===== src/rtl/column_buffer_ctrl_if.sv =====
// rtl/column_buffer_ctrl_if.sv - bus bundle for the column buffer controller
// Purpose: groups the Avalon-style beat input, the VGA line counter and the
// column-buffer write/status outputs of column_buffer_ctrl.
// Signals:
//   chipselect, write, writedata[15:0] : beat input, accepted when chipselect && write
//   vcount[9:0]                        : current display line
//   col_wr_en[2:0], col_wr_num[9:0],
//   col_wr_data[41:0], col_wr_sf[15:0] : column record write port
//   rd_buf[1:0], wr_buf[1:0]           : display / fill buffer indices
//   frame_pending, swap_pulse,
//   frames_dropped[7:0]                : triple-buffer status
// Modports: master drives beats and vcount, slave is the controller.
interface column_buffer_ctrl_if;
  logic        chipselect;
  logic        write;
  logic [15:0] writedata;
  logic [9:0]  vcount;
  logic [2:0]  col_wr_en;
  logic [9:0]  col_wr_num;
  logic [41:0] col_wr_data;
  logic [15:0] col_wr_sf;
  logic [1:0]  rd_buf;
  logic [1:0]  wr_buf;
  logic        frame_pending;
  logic        swap_pulse;
  logic [7:0]  frames_dropped;

  modport master (
    output chipselect, write, writedata, vcount,
    input  col_wr_en, col_wr_num, col_wr_data, col_wr_sf,
    input  rd_buf, wr_buf, frame_pending, swap_pulse, frames_dropped
  );

  modport slave (
    input  chipselect, write, writedata, vcount,
    output col_wr_en, col_wr_num, col_wr_data, col_wr_sf,
    output rd_buf, wr_buf, frame_pending, swap_pulse, frames_dropped
  );
endinterface


===== src/rtl/column_buffer_ctrl.sv =====
// rtl/column_buffer_ctrl.sv - four-beat column assembler with triple-buffer swap control
// Purpose: assembles four 16-bit beats into one column record, writes it to
// the column buffer currently being filled, and rotates three buffers
// (display, fill, pending) with swaps allowed once per frame at SWAP_LINE.
// Ports:
//   clk   : rising-edge clock
//   reset : asynchronous active-high reset
//   bus   : column_buffer_ctrl_if.slave (beats, vcount, write port, status)
// Parameters: NCOLS columns per frame, SWAP_LINE vcount that permits a swap.
module column_buffer_ctrl #(
  parameter int NCOLS     = 640,
  parameter int SWAP_LINE = 480
) (
  input  logic                 clk,
  input  logic                 reset,
  column_buffer_ctrl_if.slave  bus
);

  localparam logic [9:0] LAST_COL = 10'(NCOLS - 1);
  localparam logic [9:0] SWAP_V   = 10'(SWAP_LINE);

  typedef enum logic [1:0] {S0, S1, S2, S3} beat_state_t;

  beat_state_t state_q, state_d;

  logic [9:0]  w0_q;
  logic [15:0] w1_q, w2_q;
  logic [9:0]  col_q;
  logic [9:0]  vcount_q;

  logic [2:0]  col_wr_en_q;
  logic [9:0]  col_wr_num_q;
  logic [41:0] col_wr_data_q;
  logic [15:0] col_wr_sf_q;

  logic [1:0]  rd_q, wr_q, pend_q;
  logic [1:0]  rd_d, wr_d, pend_d;
  logic        pending_q, pending_d;
  logic        pulse_q, pulse_d;
  logic [7:0]  dropped_q, dropped_d;

  logic beat;
  logic last_beat;
  logic frame_done;
  logic swap_evt;

  assign beat       = bus.chipselect && bus.write;
  assign last_beat  = beat && (state_q == S3);
  assign frame_done = last_beat && (col_q == LAST_COL);
  // Edge detect on vcount so a line held at SWAP_LINE swaps only once.
  assign swap_evt   = (bus.vcount == SWAP_V) && (vcount_q != SWAP_V);

  always_comb begin
    state_d = state_q;
    if (beat) begin
      case (state_q)
        S0: state_d = S1;
        S1: state_d = S2;
        S2: state_d = S3;
        S3: state_d = S0;
        default: state_d = S0;
      endcase
    end
  end

  // Buffer rotation. pend_q always holds the third index, so it doubles as
  // the spare buffer whenever nothing is pending.
  always_comb begin
    rd_d      = rd_q;
    wr_d      = wr_q;
    pend_d    = pend_q;
    pending_d = pending_q;
    dropped_d = dropped_q;
    pulse_d   = 1'b0;
    if (frame_done && swap_evt && pending_q) begin
      // Display the pending frame, park the just-finished one as pending,
      // and refill the buffer that was on screen.
      rd_d    = pend_q;
      pend_d  = wr_q;
      wr_d    = rd_q;
      pulse_d = 1'b1;
    end else if (frame_done && !pending_q) begin
      pend_d    = wr_q;
      wr_d      = pend_q;
      pending_d = 1'b1;
    end else if (frame_done) begin
      // Undisplayed pending frame is overwritten by the newer one.
      wr_d   = pend_q;
      pend_d = wr_q;
      if (dropped_q != 8'hFF) begin
        dropped_d = dropped_q + 8'd1;
      end
    end else if (swap_evt && pending_q) begin
      rd_d      = pend_q;
      pend_d    = rd_q;
      pending_d = 1'b0;
      pulse_d   = 1'b1;
    end
  end

  always_ff @(posedge clk or posedge reset) begin
    if (reset) begin
      state_q       <= S0;
      w0_q          <= '0;
      w1_q          <= '0;
      w2_q          <= '0;
      col_q         <= '0;
      vcount_q      <= '0;
      col_wr_en_q   <= '0;
      col_wr_num_q  <= '0;
      col_wr_data_q <= '0;
      col_wr_sf_q   <= '0;
      rd_q          <= 2'd0;
      wr_q          <= 2'd1;
      pend_q        <= 2'd2;
      pending_q     <= 1'b0;
      pulse_q       <= 1'b0;
      dropped_q     <= '0;
    end else begin
      state_q   <= state_d;
      vcount_q  <= bus.vcount;
      rd_q      <= rd_d;
      wr_q      <= wr_d;
      pend_q    <= pend_d;
      pending_q <= pending_d;
      pulse_q   <= pulse_d;
      dropped_q <= dropped_d;

      col_wr_en_q <= 3'b000;
      if (beat) begin
        case (state_q)
          S0: w0_q <= bus.writedata[9:0];
          S1: w1_q <= bus.writedata;
          S2: w2_q <= bus.writedata;
          default: ;
        endcase
      end
      if (last_beat) begin
        col_wr_en_q   <= 3'b001 << wr_q;
        col_wr_num_q  <= col_q;
        col_wr_data_q <= {w2_q, w1_q, w0_q};
        col_wr_sf_q   <= bus.writedata;
        col_q         <= (col_q == LAST_COL) ? 10'd0 : col_q + 10'd1;
      end
    end
  end

  assign bus.col_wr_en      = col_wr_en_q;
  assign bus.col_wr_num     = col_wr_num_q;
  assign bus.col_wr_data    = col_wr_data_q;
  assign bus.col_wr_sf      = col_wr_sf_q;
  assign bus.rd_buf         = rd_q;
  assign bus.wr_buf         = wr_q;
  assign bus.frame_pending  = pending_q;
  assign bus.swap_pulse     = pulse_q;
  assign bus.frames_dropped = dropped_q;

endmodule


===== src/flat_wrapper.sv =====
// flat-port wrapper written by rule: the top's interface ports become plain ports
module column_buffer_ctrl_flat 
#(
  parameter int NCOLS     = 640,
  parameter int SWAP_LINE = 480
)
  (clk, reset, bus_chipselect, bus_write, bus_writedata, bus_vcount, bus_col_wr_en, bus_col_wr_num, bus_col_wr_data, bus_col_wr_sf, bus_rd_buf, bus_wr_buf, bus_frame_pending, bus_swap_pulse, bus_frames_dropped);
  column_buffer_ctrl_if bus_i ();
  input  logic clk;
  input  logic reset;
  input wire logic [$bits(bus_i.chipselect)-1:0] bus_chipselect;
  input wire logic [$bits(bus_i.write)-1:0] bus_write;
  input wire logic [$bits(bus_i.writedata)-1:0] bus_writedata;
  input wire logic [$bits(bus_i.vcount)-1:0] bus_vcount;
  output wire logic [$bits(bus_i.col_wr_en)-1:0] bus_col_wr_en;
  output wire logic [$bits(bus_i.col_wr_num)-1:0] bus_col_wr_num;
  output wire logic [$bits(bus_i.col_wr_data)-1:0] bus_col_wr_data;
  output wire logic [$bits(bus_i.col_wr_sf)-1:0] bus_col_wr_sf;
  output wire logic [$bits(bus_i.rd_buf)-1:0] bus_rd_buf;
  output wire logic [$bits(bus_i.wr_buf)-1:0] bus_wr_buf;
  output wire logic [$bits(bus_i.frame_pending)-1:0] bus_frame_pending;
  output wire logic [$bits(bus_i.swap_pulse)-1:0] bus_swap_pulse;
  output wire logic [$bits(bus_i.frames_dropped)-1:0] bus_frames_dropped;
  assign bus_i.chipselect = bus_chipselect;
  assign bus_i.write = bus_write;
  assign bus_i.writedata = bus_writedata;
  assign bus_i.vcount = bus_vcount;
  assign bus_col_wr_en = bus_i.col_wr_en;
  assign bus_col_wr_num = bus_i.col_wr_num;
  assign bus_col_wr_data = bus_i.col_wr_data;
  assign bus_col_wr_sf = bus_i.col_wr_sf;
  assign bus_rd_buf = bus_i.rd_buf;
  assign bus_wr_buf = bus_i.wr_buf;
  assign bus_frame_pending = bus_i.frame_pending;
  assign bus_swap_pulse = bus_i.swap_pulse;
  assign bus_frames_dropped = bus_i.frames_dropped;
  column_buffer_ctrl #(.NCOLS(NCOLS), .SWAP_LINE(SWAP_LINE)) u_core (.clk(clk), .reset(reset), .bus(bus_i));
endmodule

===== config.mk =====
export PLATFORM = sky130hd
export DESIGN_NAME = column_buffer_ctrl_flat
export DESIGN_NICKNAME = d
export VERILOG_FILES = /design/src/rtl/column_buffer_ctrl_if.sv /design/src/rtl/column_buffer_ctrl.sv /design/src/flat_wrapper.sv
export SDC_FILE = /design/constraint.sdc
export NUM_CORES = 1
export LEC_CHECK = 0
export CAP_MARGIN = 30
export CORE_UTILIZATION = 35
export DETAILED_ROUTE_END_ITERATION = 12
export PLACE_DENSITY_LB_ADDON = 0.08
export SYNTH_ARGS = -nofsm -noshare
export SYNTH_HDL_FRONTEND = slang
export SYNTH_SLANG_ARGS = --single-unit
export TNS_END_PERCENT = 100

===== constraint.sdc =====
create_clock -name clk -period 5.6 [get_ports clk]
set_input_delay 1.12 -clock clk [delete_from_list [all_inputs] [get_ports clk]]
set_output_delay 1.12 -clock clk [all_outputs]
set_load 0.1 [all_outputs]

* After elaboration in Yosys (flattened, before gate mapping)
Cells that the tools add are included.
** Word-level totals
- Flip-flop bits (word level) :: 151
** Cells by class
- Add/sub/neg operators :: 2
- Reductions and logical operators :: 20
- Eq/ne operators :: 10
- Bitwise operators :: 2
- Mux-type cells :: 21
- Shift operators :: 1
** Operator list (count)
- 2-bit two-way mux :: 11
- 10-bit by 1-bit adder with 10-bit output (second input constant) :: 1
- 10-bit equality test (second input constant) :: 1
- 10-bit by 9-bit equality test with 1-bit output (second input constant) :: 1
- 10-bit two-way mux :: 1
- 10-bit by 9-bit inequality test with 1-bit output (second input constant) :: 1
- 8-bit by 1-bit adder with 8-bit output (second input constant) :: 1
- 1-bit logical AND :: 8
- 8-bit inequality test (second input constant) :: 1
- 2-bit one-hot mux with 4 select lines :: 1
- 1-bit two-way mux :: 7
- 2-bit AND reduction :: 3
- 3-bit AND reduction :: 2
- 2-bit equality test (second input constant) :: 2
- 2-bit inequality test (second input constant) :: 2
- 4-bit AND reduction :: 1
- 2-bit nonzero test :: 2
- 4-bit nonzero test :: 1
- 3-bit two-way mux :: 1
- 3-bit nonzero test :: 1
- 1-bit by 2-bit << shifter with 3-bit output (first input constant) :: 1
- 2-bit by 1-bit equality test with 1-bit output (second input constant) :: 1
- 2-bit zero test :: 1
- 2-bit by 1-bit inequality test with 1-bit output (second input constant) :: 1
- other kinds (2) :: 3

* Logic depth before layout (Yosys ltp)
Gate-level depths: netlist of the first run.
- Depth after elaboration :: 7
- Depth in mapped cells :: 7
- Depth with buffers taken out :: 6

* Least setup slack after synthesis of the first run
No wires, ideal clock.
- Path type :: input port to flip-flop
- Start point :: input port bus_chipselect
- End point :: register u_core.dropped_q[6] (netlist: u_core.bus.frames_dropped[6])
- Slack :: 2.913 ns
- Library setup time :: 0.167 ns
- Arrival time :: 2.520 ns
- Path buffers :: 2
- Cell stages on the path :: 7
- Data required time :: 5.433 ns
- Cells stage by stage :: buf_2 > nand4_1 > or4_1 > buf_2 > a211oi_4 > and3b_2 > a21oi_1
** On the way
- Cells in the longest elaborated chain, start to end :: 7
** Ends and longest elaborated chain
- from (decl) :: RTL line flat_wrapper.sv:11 : input wire logic [$bits(bus_i.chipselect)-1:0] bus_chipselect;
- 1-bit logical AND (*) :: RTL line column_buffer_ctrl.sv:47 : assign beat = bus.chipselect && bus.write;
- 1-bit logical AND (*) :: RTL line column_buffer_ctrl.sv:48 : assign last_beat = beat && (state_q == S3);
- 1-bit logical AND (*) :: RTL line column_buffer_ctrl.sv:49 : assign frame_done = last_beat && (col_q == LAST_COL);
- 1-bit logical AND (2 in a row) :: RTL line column_buffer_ctrl.sv:75 : if (frame_done && swap_evt && pending_q) begin
- 1-bit NOT (no source line)
- 4-bit AND reduction (no source line) (*)
- to (signal assigned) :: RTL line column_buffer_ctrl.sv:127 : dropped_q <= dropped_d;
- to (decl) :: RTL line column_buffer_ctrl.sv:40 : logic [7:0] dropped_q, dropped_d;
Mark *: on every way between the ends. The rest lies on a longest branch, timed or not.
A chain may end at the register's enable or synchronous reset.

* Worst setup path in the final report of the first run
- Start point :: input port bus_chipselect
- End point :: register u_core.col_q[9]
** On the way
- Cells in the longest elaborated chain, start to end :: 2
** Ends and longest elaborated chain
- 1-bit logical AND :: RTL line column_buffer_ctrl.sv:47
- 1-bit logical AND :: RTL line column_buffer_ctrl.sv:48
- to (signal assigned) :: RTL line column_buffer_ctrl.sv:143 : col_q <= (col_q == LAST_COL) ? 10'd0 : col_q + 10'd1;
- to (decl) :: RTL line column_buffer_ctrl.sv:28 : logic [9:0] col_q;
No other way between the ends.

==> results of run 1 <==
area by class of cell:
type	instances	area (um2)	area share (%)
Inverter	6	27.5	0.348
Multi-Input combinational cell	349	1970	24.9
Tap cell	216	270	3.42
Sequential cell	151	3780	47.8
Clock inverter	8	145	1.84
Timing Repair Buffer	119	1240	15.7
Clock buffer	23	478	6.04
tightest hold or removal path, cell delays in order, from the launching register on:
cell	delay, ns
dfrtp_1	0.34
nand2_1	0.05
nand2_1	0.05
how the worst min path moves through the flow:
stage | start | cells after the start | end | slack (ns)
2_1_floorplan | u_core.w0_q[0] | 2 | u_core.bus.col_wr_data[0] | 0.43
3_3_place_gp | u_core.w2_q[10] | 2 | u_core.bus.col_wr_data[36] | 0.44
3_5_place_dp | u_core.w0_q[4] | 2 | u_core.bus.col_wr_data[4] | 0.45
4_1_cts | u_core.w2_q[10] | 2 | u_core.bus.col_wr_data[36] | 0.47
5_1_grt | u_core.w2_q[10] | 2 | u_core.bus.col_wr_data[36] | 0.49
6_report | u_core.w1_q[15] | 2 | u_core.bus.col_wr_data[25] | 0.46
Yosys cell counts, drive strengths merged, types with 4 or more instances:
cell and instances:
ha 6, a21oi 11, clkbuf 14, nand4 6
buf 9, nor4 4, nor2 9, nand4b 4
nand2 216, nand3 10, dfrtp 149, and3 4
xnor2 8, mux2 46, inv 6
sequential cells by signal, indices dropped and copies added (netlist names), 10 cells and up:
name and flops:
u_core.bus.col_wr_data 42, u_core.w0_q 10, u_core.col_q 10, u_core.bus.col_wr_num 10, u_core.w2_q 16, u_core.bus.col_wr_sf 16, u_core.w1_q 16, u_core.vcount_q 10
metal layers:
| layer | GRT usage (%) | vias up | wire [um] |
|---|---|---|---|
| li1 | - | 1941 | - |
| met1 | 19.7 | 1973 | 5720 |
| met2 | 26.3 | 89 | 6410 |
| met3 | 4.90 | 14 | 702 |
| met4 | 6.91 | 0 | 153 |
| met5 | 0 | - | 0 |
through the flow:
| stage | cells | hold slack (ns) | area (um2) |
|---|---|---|---|
| floorplan | 529 | 0.433 | 5850 |
| global placement | 838 | 0.443 | 7200 |
| detailed placement | 841 | 0.446 | 7290 |
| CTS | 872 | 0.466 | 7910 |
| global route | 872 | 0.490 | 7910 |
| finish | 872 | 0.463 | 7910 |
cell families (layout without fill, tap and decap cells):
kind of cell    after synthesis  count (layout)
mux                          48              48
compound gates               17              17
simple gates                267             267
flops                       151             151
xor+xnor                     11              11
fa+ha+maj                     6               6
buf+inv                      29             156
==> flow_summary.json, run 1 <==
{
  "cp_top_family": "simple AND/OR/NAND/NOR gates",
  "clk_latency_ns": 0.41,
  "holdCritPathClass": "reg2reg",
  "post-route-drc-count": 0,
  "crit_fanout": 75,
  "crit_path_start": "bus_chipselect",
  "wl_per_cell_um": 14.9,
  "synth_compound_area_share_pct": 1.86,
  "utilization_pct": 49.1,
  "dominantRegCellSynth": "dfrtp_1",
  "postCtsSetupBuffers": 0,
  "netlist_instances": 529,
  "period_needed_ns": 3.41,
  "numCtsBuffers": 17,
  "endpoint_kind": "register",
  "final_cell_mix": "216 x nand2_1, 149 x dfrtp_1, 114 x clkdlybuf4s50_1, 46 x mux2_2, 17 x clkbuf_16",
  "port_buffers": 114,
  "outcome": "finished clean",
  "crit_path_start_kind": "input pin",
  "synthSimpleGateAreaFrac_pct": 19.4,
  "yosys_warnings": 0,
  "worst_pin_slew_ns": 1.02,
  "worstPathArrival_ns": 3.75,
  "wl_um": 13000,
  "via_per_inst": 4.61,
  "cts_resized": 0,
  "path_clk_slew_ns": 0.06,
  "worstPathCellList": "clkdlybuf4s50_1, nand3_4, or3_1, or3_1, a21oi_1",
  "htree_num_levels": 4,
  "rrSetupSlack_ns": 2.93,
  "first_global_vias": 4265,
  "cp.depth": 5,
  "endpoint": "u_core.col_q[9]",
  "async_flop_share_pct": 100,
  "path_buf_inv": 1,
  "clock.fmax_ghz": 0.293,
  "synth_nets": 565,
  "synth-seq-cells": 151,
  "cp_slowest_cell": "or3_1",
  "timing.final.ws_setup_ns": 2.19,
  "post-place-ws_ns": 1.75,
  "rr_endpoint": "u_core.col_q[9]",
  "critical_path_class": "in2reg",
  "dieArea_um2": 17200,
  "finClkSkew_ns": 0.00520,
  "antenna_left": 0,
  "slew_violations": 0,
  "n_antenna_cell": 0,
  "hold_viol": 0,
  "gp_congestion": 0.808,
  "avgSynthCellArea_um2": 11.1,
  "setup_viol": 0,
  "synth_mux_area_share_pct": 9.20,
  "postCtsHoldBufs": 0,
  "core_area_um2": 16100,
  "num_vias": 4017,
  "clockBufferDepth": 2,
  "die_h_um": 131,
  "relSlewSlack_pct": 31.5,
  "synth_top_family_by_area": "simple AND/OR/NAND/NOR gates",
  "syn_to_final_growth_pct": 35.2,
  "drive_gt1_share_pct": 13.7,
  "firstDrtPassIters": 4,
  "crit_path_frequent_cell": "or3_1",
  "cts_tree": "done",
  "placementRows": 46,
  "cpPeakStageDelay_ns": 0.70,
  "grt_max_degree": 87,
  "reg2reg_depth": 5,
  "yosysTopAreaCell": "dfrtp_1",
  "finalCritPeriodShare_pct": 61.0,
  "synthAdderAreaFrac_pct": 1.28,
  "tns_ns": 0,
  "required_ns": 5.94,
  "start_util_pct": 36.3,
  "seq_area_frac_synth_pct": 64.6,
  "grt_use_total_pct": 16.1,
  "antenna_found_initial": 0,
  "cap_viol_max_count": 0,
  "fillers": 1490,
  "clock_sink_count": 151,
  "overflow": 0,
  "hpwl_um": 8500,
  "synth.distinct_cells": 35,
  "final_common_cell": "nand2_1",
  "drt_first_iter_violations": 240,
  "reg2reg_from": "u_core.state_q[0]",
  "synth_top_area_share_pct": 63.7,
  "die_w_um": 131,
  "synth_xor_xnor_area_share_pct": 1.65,
  "io_pins": 115,
  "grt_pass1_wl_um": 21600,
  "rsz0062_at_grt": "false",
  "nNetsFinal": 680,
  "synthTopCellsByArea": "dfrtp_1 64%, nand2_1 14%, mux2_2 8.9%",
  "netlist_area_um2": 5850,
  "synth_edf_count": 0,
  "cts_root_buf": "clkbuf_16"
}
Power of run 1 is not shown: default switching activity piles up to over one toggle a cycle in this logic, so the estimate is an artifact.
==> inputs of run 2 (changes only) <==
==> constraint.sdc (replaced) <==
create_clock -name clk -period 2.95 [get_ports clk]
set_input_delay 0.59 -clock clk [delete_from_list [all_inputs] [get_ports clk]]
set_output_delay 0.59 -clock clk [all_outputs]
set_load 0.1 [all_outputs]
==> run 2 against run 1 <==
Compared with the run above:
- die area did not move
- sequential cell count did not move
- via count rose by 0.95%
- design area fell by 3.5%
- highest routed layer unchanged
- clock skew rose by 0.0015 ns
- global-route usage rose by 0.25 points
- worst setup slack got worse by 1.4 ns
- critical path type is now reg2reg
- count of clock-buffer cells in the layout fell by 3
- worst hold slack got worse by 0.0041 ns
==> flow_summary.json, run 2 (synthesized netlist as in run 1, its figures left out) <==
{
  "outcome": "finished clean",
  "clock_sink_count": 151,
  "rsz0062_at_grt": "false",
  "cap_viol_max_count": 0,
  "reg2reg_from": "u_core.col_q[0]",
  "tns_ns": 0,
  "worstPathCellList": "ha_1, nand4_1, or4_1, a211oi_4, nand4b_1, xnor2_1",
  "firstDrtPassIters": 4,
  "crit_path_start_kind": "register",
  "finalCritPeriodShare_pct": 74.2,
  "hold_viol": 0,
  "setup_viol": 0,
  "cts_root_buf": "clkbuf_16",
  "endpoint": "u_core.bus.frames_dropped[5]",
  "cts_tree": "done",
  "period_needed_ns": 2.19,
  "cp_top_family": "simple AND/OR/NAND/NOR gates",
  "critical_path_class": "reg2reg",
  "num_vias": 4055,
  "numCtsBuffers": 17,
  "syn_to_final_growth_pct": 30.4,
  "worst_pin_slew_ns": 0.794,
  "port_buffers": 114,
  "grt_max_degree": 81,
  "placementRows": 46,
  "dieArea_um2": 17200,
  "final_common_cell": "nand2_1",
  "worstPathArrival_ns": 2.49,
  "nNetsFinal": 686,
  "crit_fanout": 8,
  "antenna_left": 0,
  "path_clk_slew_ns": 0.06,
  "cts_resized": 0,
  "largest_reg_flops": 42,
  "clock.fmax_ghz": 0.457,
  "final_cell_mix": "216 x nand2_1, 149 x dfrtp_1, 94 x buf_4, 46 x mux2_2, 29 x clkdlybuf4s50_1",
  "relSlewSlack_pct": 47.1,
  "cpPeakStageDelay_ns": 0.57,
  "cp_slowest_cell": "or4_1",
  "gp_congestion": 0.763,
  "reg2reg_depth": 6,
  "fillers": 1530,
  "core_area_um2": 16100,
  "hpwl_um": 8440,
  "final_cells": 879,
  "htree_num_levels": 4,
  "crit_path_start": "u_core.col_q[0]",
  "grt_pass1_wl_um": 22100,
  "post-route-drc-count": 0,
  "overflow": 0,
  "die_h_um": 131,
  "path_buf_inv": 0,
  "io_pins": 115,
  "die_w_um": 131,
  "endpoint_kind": "register",
  "first_global_vias": 4266,
  "wl_per_cell_um": 14.9,
  "via_per_inst": 4.61,
  "cp.depth": 6,
  "holdCritPathClass": "reg2reg",
  "rr_endpoint": "u_core.bus.frames_dropped[5]",
  "postCtsHoldBufs": 0,
  "postCtsSetupBuffers": 0,
  "slew_violations": 0,
  "post-place-ws_ns": 0.389,
  "drt_first_iter_violations": 241,
  "dp_cells": 847,
  "antenna_found_initial": 0,
  "n_antenna_cell": 0,
  "timing.final.ws_setup_ns": 0.761,
  "wl_um": 13100,
  "rrSetupSlack_ns": 0.76,
  "clk_latency_ns": 0.41,
  "finClkSkew_ns": 0.00671,
  "start_util_pct": 36.3,
  "drive_gt1_share_pct": 27.6,
  "required_ns": 3.25,
  "grt_use_total_pct": 16.3,
  "clockBufferDepth": 2
}
-- run 2: cell type report --
| type | instances | area [um2] | share of cell area [%] |
|---|---|---|---|
| multi-input cells | 349 | 1970 | 25.8 |
| clock buffers | 20 | 447 | 5.85 |
| clock inverters | 12 | 103 | 1.34 |
| inverters | 6 | 26.3 | 0.344 |
| well taps | 216 | 270 | 3.54 |
| repair buffers | 125 | 1040 | 13.6 |
| flip-flops and latches | 151 | 3780 | 49.5 |
-- run 2: layer usage --
| metal | GRT usage, % | share of wire, % | up-vias |
|---|---|---|---|
| met2 | 26.9 | 49 | 102 |
| met1 | 20.3 | 45 | 1975 |
| li1 | - | - | 1965 |
| met5 | 0 | 0 | - |
| met3 | 4.63 | 5.0 | 13 |
| met4 | 6.46 | 1.5 | 0 |
-- run 2: worst reg2reg max path, cell delays in order, from the launching register on --
cell and delay (ns):
dfrtp_1 0.43, ha_1 0.26, nand4_1 0.14, or4_1 0.57, a211oi_4 0.36, nand4b_1 0.18, xnor2_1 0.15
-- run 2: worst min path at each step --
| stage | depth (start not counted) | endpoint | slack [ns] | start |
|---|---|---|---|---|
| final | 2 | u_core.bus.col_wr_data[39] | 0.46 | u_core.w2_q[13] |
| after global routing | 2 | u_core.bus.col_wr_data[28] | 0.48 | u_core.w2_q[2] |
| after CTS | 2 | u_core.bus.col_wr_data[28] | 0.46 | u_core.w2_q[2] |
| after detailed placement | 2 | u_core.bus.col_wr_data[20] | 0.44 | u_core.w1_q[10] |
| after global placement | 2 | u_core.bus.col_wr_data[9] | 0.44 | u_core.w0_q[9] |
| after floorplan | 2 | u_core.bus.col_wr_data[0] | 0.43 | u_core.w0_q[0] |
-- run 2: per-stage QoR --
| step | hold slack [ns] | util, % | area, um2 |
|---|---|---|---|
| after floorplan | 0.433 | - | 5850 |
| after global placement | 0.444 | 43.9 | 7080 |
| after detailed placement | 0.443 | 43.9 | 7080 |
| after CTS | 0.456 | 47.4 | 7630 |
| after global routing | 0.481 | 47.4 | 7630 |
| final | 0.459 | 47.4 | 7630 |
Power of run 2 is left out for the same reason.
